$ cat src/rtl/image_mem_arbiter.sv
// Single-port image RAM arbiter: VGA pixel fetches have priority, CPU req/ack gets a bounded wait.
// Optional stall counter enabled by defining IMG_ARB_PERF_EN.
module image_mem_arbiter #(
  parameter int unsigned IMAGE_WORDS = 200000,
  parameter int unsigned MAX_WAIT    = 4
) (
  input  logic        clk,
  input  logic        rst_n,
  input  logic        vga_req,
  input  logic [18:0] vga_addr,
  output logic        vga_valid,
  output logic [7:0]  vga_pixel,
  output logic        vga_miss,
  input  logic        cpu_req,
  input  logic        cpu_we,
  input  logic [18:0] cpu_addr,
  input  logic [7:0]  cpu_wdata,
  output logic        cpu_ack,
  output logic [7:0]  cpu_rdata,
  output logic        cpu_err,
  output logic [18:0] mem_addr,
  output logic        mem_we,
  output logic [7:0]  mem_wdata,
  input  logic [7:0]  mem_rdata,
  output logic [15:0] perf_stall_cnt
);

  typedef enum logic [1:0] {StIdle, StCpuRd, StCpuAck} state_e;

  localparam logic [18:0] AddrLimit = 19'(IMAGE_WORDS);
  localparam logic [3:0]  WaitMax   = 4'(MAX_WAIT);

  state_e      state_q, state_d;
  logic [3:0]  wait_cnt_q, wait_cnt_d;
  logic        vga_inflight_q, vga_inflight_d;
  logic        vga_valid_q, vga_valid_d;
  logic [7:0]  vga_pixel_q, vga_pixel_d;
  logic        vga_miss_q, vga_miss_d;
  logic        cpu_ack_q, cpu_ack_d;
  logic [7:0]  cpu_rdata_q, cpu_rdata_d;
  logic        cpu_err_q, cpu_err_d;

  logic cpu_elig, cpu_oor, cpu_force, cpu_go, cpu_mem, cpu_lose, vga_go;

  // Out-of-range CPU accesses need no RAM slot, so they complete alongside a VGA fetch.
  always_comb begin
    cpu_elig  = rst_n && (state_q == StIdle) && cpu_req;
    cpu_oor   = cpu_addr >= AddrLimit;
    cpu_force = cpu_elig && (wait_cnt_q == WaitMax);
    cpu_go    = cpu_elig && (cpu_oor || cpu_force || !vga_req);
    cpu_mem   = cpu_go && !cpu_oor;
    cpu_lose  = cpu_elig && !cpu_go;
    vga_go    = rst_n && vga_req && !cpu_mem;
  end

  always_comb begin
    mem_addr  = '0;
    mem_we    = 1'b0;
    mem_wdata = '0;
    if (cpu_mem) begin
      mem_addr  = cpu_addr;
      mem_we    = cpu_we;
      mem_wdata = cpu_we ? cpu_wdata : 8'h00;
    end else if (vga_go) begin
      mem_addr = vga_addr;
    end
  end

  always_comb begin
    state_d = state_q;
    unique case (state_q)
      StIdle: begin
        if (cpu_go) state_d = (cpu_oor || cpu_we) ? StCpuAck : StCpuRd;
      end
      StCpuRd:  state_d = StCpuAck;
      StCpuAck: state_d = StIdle;
      default:  state_d = StIdle;
    endcase

    wait_cnt_d = wait_cnt_q;
    if (cpu_go) begin
      wait_cnt_d = '0;
    end else if (cpu_lose && (wait_cnt_q < WaitMax)) begin
      wait_cnt_d = wait_cnt_q + 4'd1;
    end

    cpu_ack_d   = (state_d == StCpuAck);
    cpu_err_d   = cpu_go && cpu_oor;
    cpu_rdata_d = (state_q == StCpuRd) ? mem_rdata : 8'h00;

    vga_inflight_d = vga_go;
    vga_valid_d    = vga_inflight_q;
    vga_pixel_d    = vga_inflight_q ? mem_rdata : vga_pixel_q;
    vga_miss_d     = vga_req && cpu_mem;
  end

  always_ff @(posedge clk or negedge rst_n) begin
    if (!rst_n) begin
      state_q        <= StIdle;
      wait_cnt_q     <= '0;
      vga_inflight_q <= 1'b0;
      vga_valid_q    <= 1'b0;
      vga_pixel_q    <= '0;
      vga_miss_q     <= 1'b0;
      cpu_ack_q      <= 1'b0;
      cpu_rdata_q    <= '0;
      cpu_err_q      <= 1'b0;
    end else begin
      state_q        <= state_d;
      wait_cnt_q     <= wait_cnt_d;
      vga_inflight_q <= vga_inflight_d;
      vga_valid_q    <= vga_valid_d;
      vga_pixel_q    <= vga_pixel_d;
      vga_miss_q     <= vga_miss_d;
      cpu_ack_q      <= cpu_ack_d;
      cpu_rdata_q    <= cpu_rdata_d;
      cpu_err_q      <= cpu_err_d;
    end
  end

  assign vga_valid = vga_valid_q;
  assign vga_pixel = vga_pixel_q;
  assign vga_miss  = vga_miss_q;
  assign cpu_ack   = cpu_ack_q;
  assign cpu_rdata = cpu_rdata_q;
  assign cpu_err   = cpu_err_q;

`ifdef IMG_ARB_PERF_EN
  logic [15:0] perf_q, perf_d;

  always_comb begin
    perf_d = perf_q;
    if (cpu_lose && (perf_q != 16'hFFFF)) perf_d = perf_q + 16'd1;
  end

  always_ff @(posedge clk or negedge rst_n) begin
    if (!rst_n) perf_q <= '0;
    else        perf_q <= perf_d;
  end

  assign perf_stall_cnt = perf_q;
`else
  assign perf_stall_cnt = 16'h0000;
`endif

endmodule

$ cat config.mk
export PLATFORM = sky130hd
export DESIGN_NAME = image_mem_arbiter
export DESIGN_NICKNAME = d
export VERILOG_FILES = /design/src/rtl/image_mem_arbiter.sv
export SDC_FILE = /design/constraint.sdc
export NUM_CORES = 1
export LEC_CHECK = 0
export ABC_AREA = 1
export CAP_MARGIN = 0
export CORE_MARGIN = 5
export CORE_UTILIZATION = 36
export DETAILED_ROUTE_END_ITERATION = 12
export GPL_TIMING_DRIVEN = 1
export PLACE_DENSITY = 0.89
export SETUP_SLACK_MARGIN = 0.4
export SKIP_LAST_GASP = 1
export SLEW_MARGIN = 10
export SYNTH_ARGS = -nofsm -noshare
export SYNTH_HDL_FRONTEND = slang
export SYNTH_SLANG_ARGS = --single-unit
$ cat constraint.sdc
create_clock -name clk -period 3.2 [get_ports clk]
set_input_delay 0.48 -clock clk [delete_from_list [all_inputs] [get_ports clk]]
set_output_delay 0.48 -clock clk [all_outputs]
set_load 0.02 [all_outputs]
# Yosys cells after proc, flatten, opt, wreduce, memory -nomap -nowiden

Cells that the tools add are included.
Widths: inputs -> output; s select.

Register bits: 27
Latch bits: 0
RAM bits: 0
Bits in read-only memories: 0
Output and inout bits: 64
Word-level logic and storage cells: 46
Memories kept: 0

Add/sub/neg operators: 1
$mul: 0
Div/mod/pow operators: 0
Order comparisons: 2
Equal/unequal tests: 3
Shift operators: 0
Mux-type cells: 11
Bitwise operators: 0
Reduce and logical (&&, ||, !) cells: 20

Operators with widths:

| cell                 | count |
|---|---|
| $mux 19              | 2 |
| $mux 8               | 3 |
| $ge 19x18->1 const B | 1 |
| $logic_and 1x1->1    | 11 |
| $mux 4               | 2 |
| $add 4x1->4 const B  | 1 |
| $eq 4x3->1 const B   | 1 |
| $logic_not 1->1      | 4 |
| $lt 4x3->1 const B   | 1 |
| $mux 2               | 2 |
| $pmux 2 s2           | 1 |
| $logic_or 1x1->1     | 3 |
| $eq 2x1->1 const B   | 1 |
| $eq 2x2->1 const B   | 1 |
| $logic_not 2->1      | 1 |
| $reduce_bool 2->1    | 1 |
| $mux 1               | 1 |

# Depth between registers and ports, before layout

Depth in word-level cells: 12
Mapped depth: 9
Mapped depth without buffers: 8

# Worst setup path before layout

No wires, ideal clock.

Kind: flip-flop to output port
From: register wait_cnt_q[0]
To: output mem_wdata[0]
Arrival: 1,605 ps
Path slack: 1,115 ps
Cell stages (with the launch flop): 9
Path buffers: 2
Cell sequence: dfrtp_1 inv_1 ha_1 nand3_1 a21oi_4 nand3_2 buf_6 buf_6 nor2_1

Word-level cells in the longest chain between the ends: 7

RTL lines:

| element                       | RTL line | text |
|---|---|---|
| from (decl)                   | 34       | `logic [3:0] wait_cnt_q, wait_cnt_d;` |
| from (signal assigned)        | 110      | `wait_cnt_q <= wait_cnt_d;` |
| $eq 4x3->1                    | 49       | `cpu_force = cpu_elig && (wait_cnt_q == WaitMax);` |
| $logic_and 1x1->1             | 49       |  |
| $logic_or 1x1->1 (2 in a row) | 50       | `cpu_go = cpu_elig && (cpu_oor \|\| cpu_force \|\| !vga_req);` |
| $logic_and 1x1->1             | 50       |  |
| $logic_and 1x1->1             | 51       | `cpu_mem = cpu_go && !cpu_oor;` |
| $mux 8                        | 60       | `if (cpu_mem) begin` |
| to (decl)                     | 23       | `output logic [7:0] mem_wdata,` |

Every way passes these cells.

# Final worst setup path

From: input cpu_addr[11]
To: output mem_addr[18]

Word-level cells in the longest chain between the ends: 9
Elaborated cells on any way between the ends: 10
Classes of those cells: 1 x order compare; 2 x mux; 7 x reduce/logical

RTL lines:

| element                       | RTL line | text |
|---|---|---|
| from (decl)                   | 16       | `input logic [18:0] cpu_addr,` |
| $ge 19x18->1 (*)              | 48       | `cpu_oor = cpu_addr >= AddrLimit;` |
| $logic_or 1x1->1 (2 in a row) | 50       |  |
| $logic_and 1x1->1             | 50       |  |
| $logic_and 1x1->1 (*)         | 51       |  |
| $logic_not 1->1               | 53       | `vga_go = rst_n && vga_req && !cpu_mem;` |
| $logic_and 1x1->1             | 53       |  |
| $mux 19                       | 64       | `end else if (vga_go) begin` |
| $mux 19 (*)                   | 60       |  |
| to (decl)                     | 21       | `output logic [18:0] mem_addr,` |

Mark *: on every way between the ends. The rest lies on a longest branch, timed or not.

==> run_results.csv <==
group,metric,value,unit
synth,synth_top_family_by_area,"simple AND/OR/NAND/NOR gates",
pwr,pwr-share-seq,44.5,%
timing,final.setup.tns,0,ns
detailed_routing,num_vias,1728,
flow_run,maxCapViolations,0,
pwr,p_per_area,333.3,nW/µm²
worst_hold_path,hold_class,"flop to flop",
critical_path,cpPeakStageDelay,0.49,ns
place,hpwlAfterDp,3953,µm
synth,synth_compound_area_share,5.850,%
clocking,clkTransAtPathRegs,0.08,ns
finish,n_antenna_cell,0,
synth,yosysWarnings,0,
detailed_routing,vias_per_cell,4.596,
synth,yosys.area_share.adder,1.560,%
timing,setup_violations,0,
pwr,vdd_drop_max,230.7,µV
finish,fillers,390,
finish,mostFrequentLayoutCells,"clkdlybuf4s50_1, nand2_1, nand3_1, nor2_1, dfrtp_1",
pwr,p_clk_share,20.4,%
pwr,net-switching-power,282.5,µW
grt,grt_pass1_vias,1760,
detailed_routing,ant_nets,0,
synth,syn_area,1604,µm²
grt,grt_first_pass_wirelength,7562,µm
clocking,cts_tree,"built",
floorplan,coreArea,4324,µm²
timing,fmax,372.7,MHz
synth,synth_top_area_cell,"dfrtp_1",
synth,synth_xor_area_share,0.5460,%
clocking,clk-insertion-delay-late,0.26,ns
critical_path,path_cells,"clkdlybuf4s50_1, nand2_1, nor2_1, nand2_1, nand2_1, nand2_1, nand3_2, buf_4, nand2_1, nor2_1, dlygate4sd2_1",
timing,final-hold-violation-count,0,
critical_path,crit_top_cell,"nand2_1",
synth,syn_avg_cell_area,7.426,µm²
place,io_buffer_count,106,
critical_path,worstPathBufferInverterCount,3,
detailed_routing,dr.pass1.iters,4,
place,gp_congestion,0.7643,
synth,synth_seq_cells,27,
grt,grtUsageTotal,15.07,%
place,placed_area,2669,µm²
timing,fin_skew,0.003124,ns
synth,ys_seq_area_share,42.12,%
floorplan,initial_utilization,37.09,%
pwr,p_comb_share,35.0,%
grt,grt_max_degree,28,
detailed_routing,drt_wl_total,4760,µm
timing,tightest_slew,0.5265,ns
critical_path,worst_ep_arrival_time,2.20,ns
timing,setup_ws,0.5165,ns
critical_path,crit_slowest_cell,"clkdlybuf4s50_1",
clocking,clock_sinks,27,
finish,drive_gt1_share,5.247,%
clocking,postCtsHoldBufs,0,
finish,final_cell_area,2688,µm²
timing,max-slew-margin-rel,64.68,%
synth,synth_top_area_share,42.12,%
synth,muxShareOfSynthArea,0,%
floorplan,die_h,76.75,µm
critical_path,path_max_fanout,8,
critical_path,cp-end-kind,"primary output",
detailed_routing,drtIter0Drc,42,
detailed_routing,drcViolationCount,0,
pwr,p_int,613.2,µW
detailed_routing,detail_route.wl_per_cell,12.66,µm
timing,drv_slew,0,
finish,final_common_cell,"clkdlybuf4s50_1",
grt,antenna_found_initial,0,
status,outcome,"completed",
pwr,switching_share,31.54,%
clocking,htreeDepth,1,
clocking,clockBufferDepth,2,
synth,synth_cell_types,21,
synth,syn_inst,216,
critical_path,crit_type,"primary input to primary output",
timing,period_share,83.86,%
grt,grt_overflow_total,0,
pwr,power.leakage,0.001411,µW
floorplan,die_area,5891,µm²
critical_path,start_kind,"primary input",
clocking,root_buffer,"clkbuf_8",
floorplan,std_cell_rows,24,
critical_path,required,2.72,ns
synth,synth-simple-area-share,33.46,%
floorplan,fp.dieW,76.75,µm
critical_path,crit_family,"buffers and inverters",
finish,area.growth.synth_to_final,67.55,%
place,dp_slack,0.2384,ns
timing,period_minus_slack,2.683,ns
synth,ys_top_cells_by_area,"dfrtp_1, nand3_1, nand2_1",
floorplan,io_pins,123,
clocking,cts_buffers,3,
timing,rsz0062_at_grt,"true",
finish,nets,386,
==> Yosys cell counts <==
cell type  count
a21boi_0       1
a21oi_1       11
a21oi_2        1
a21oi_4        1
a31oi_1        1
and2_1         1
buf_2          1
buf_4         17
buf_6          2
clkbuf_1       4
clkinv_1       2
conb_1         1
dfrtp_1       27
ha_1           2
inv_1         22
nand2_1       41
nand3_1       41
nand3_2        1
nor2_1        35
nor3_2         3
xor2_1         1
==> registers in the layout, summed over array words and instances, names as in the netlist <==
name / flops
vga_inflight_q: 1
state_q: 2
cpu_err: 1
vga_pixel: 8
wait_cnt_q: 4
vga_miss: 1
vga_valid: 1
cpu_rdata: 8
cpu_ack: 1
==> routing by layer <==
metal	share of wire, %	GRT usage, %	vias up
li1	-	-	864
met1	38	15.87	769
met2	50	28.52	89
met3	12	5.386	6
met4	1.1	2.797	0
met5	0	0	-
==> timing repair <==
action / CTS / global route
gates resized for setup: 28 / 4
setup buffers: 0 / 0
setup endpoints to repair: 28 / 16
==> kinds of logic (layout without fill, tap and decap cells) <==
logic type	count (synthesis)	after routing
other cells	1	16
buf+inv	48	141
simple gates	122	122
flops	27	27
fa+ha+maj	2	2
xor+xnor	1	1
compound gates	15	15
==> path summary, 6_finish.rpt <==
| kind | from | end | slack (ns) | cells past startpoint |
|---|---|---|---|---|
| setup reg to reg | wait_cnt_q[0] | vga_inflight_q | 1.66 | 8 |
| hold reg to reg | vga_pixel[7] | vga_pixel[7] | 0.53 | 2 |
| hold / removal | vga_pixel[7] | vga_pixel[7] | 0.53 | 2 |
| max in group asynchronous | rst_n | vga_pixel[2] | 2.29 | 2 |
| setup / recovery | cpu_addr[11] | mem_addr[18] | 0.52 | 11 |
| min in group asynchronous | rst_n | cpu_rdata[5] | 0.66 | 2 |
==> per-stage QoR <==
step,utilization [%],total power (µW),std cells,hold slack [ns]
global placement,61.72,719.5,372,0.5060
finish,62.15,895.7,376,0.5299
floorplan,-,572.1,231,0.1844
global route,62.15,957.1,376,0.5618
CTS,61.98,906.0,376,0.5412
detailed placement,61.72,730.3,372,0.5183
==> tightest hold or removal path: stages (launching register included) <==
cell	delay, ns
dfrtp_1	0.35
nor2_1	0.04
a21oi_1	0.10
==> layout make-up <==
type	count	area, µm²	area share, %
clock inverters	1	5.005	0.1862
multi-input cells	156	724.4	26.96
clock buffers	3	41.29	1.536
inverters	24	90.09	3.352
flip-flops and latches	27	675.6	25.14
repair buffers	113	1086	40.41
well taps	52	65.06	2.421
==> power groups by stage <==
| stage | Combinational, µW | Clock, µW | Sequential [µW] |
|---|---|---|---|
| 5_1_grt | 345 | 208 | 404 |
| 6_report | 314 | 183 | 399 |
| 4_1_cts | 316 | 191 | 399 |
| 3_3_place_gp | 316 | 0 | 404 |
| 3_5_place_dp | 324 | 0 | 406 |
| 2_1_floorplan | 151 | 0 | 421 |
(Power assumes the default switching activity.)
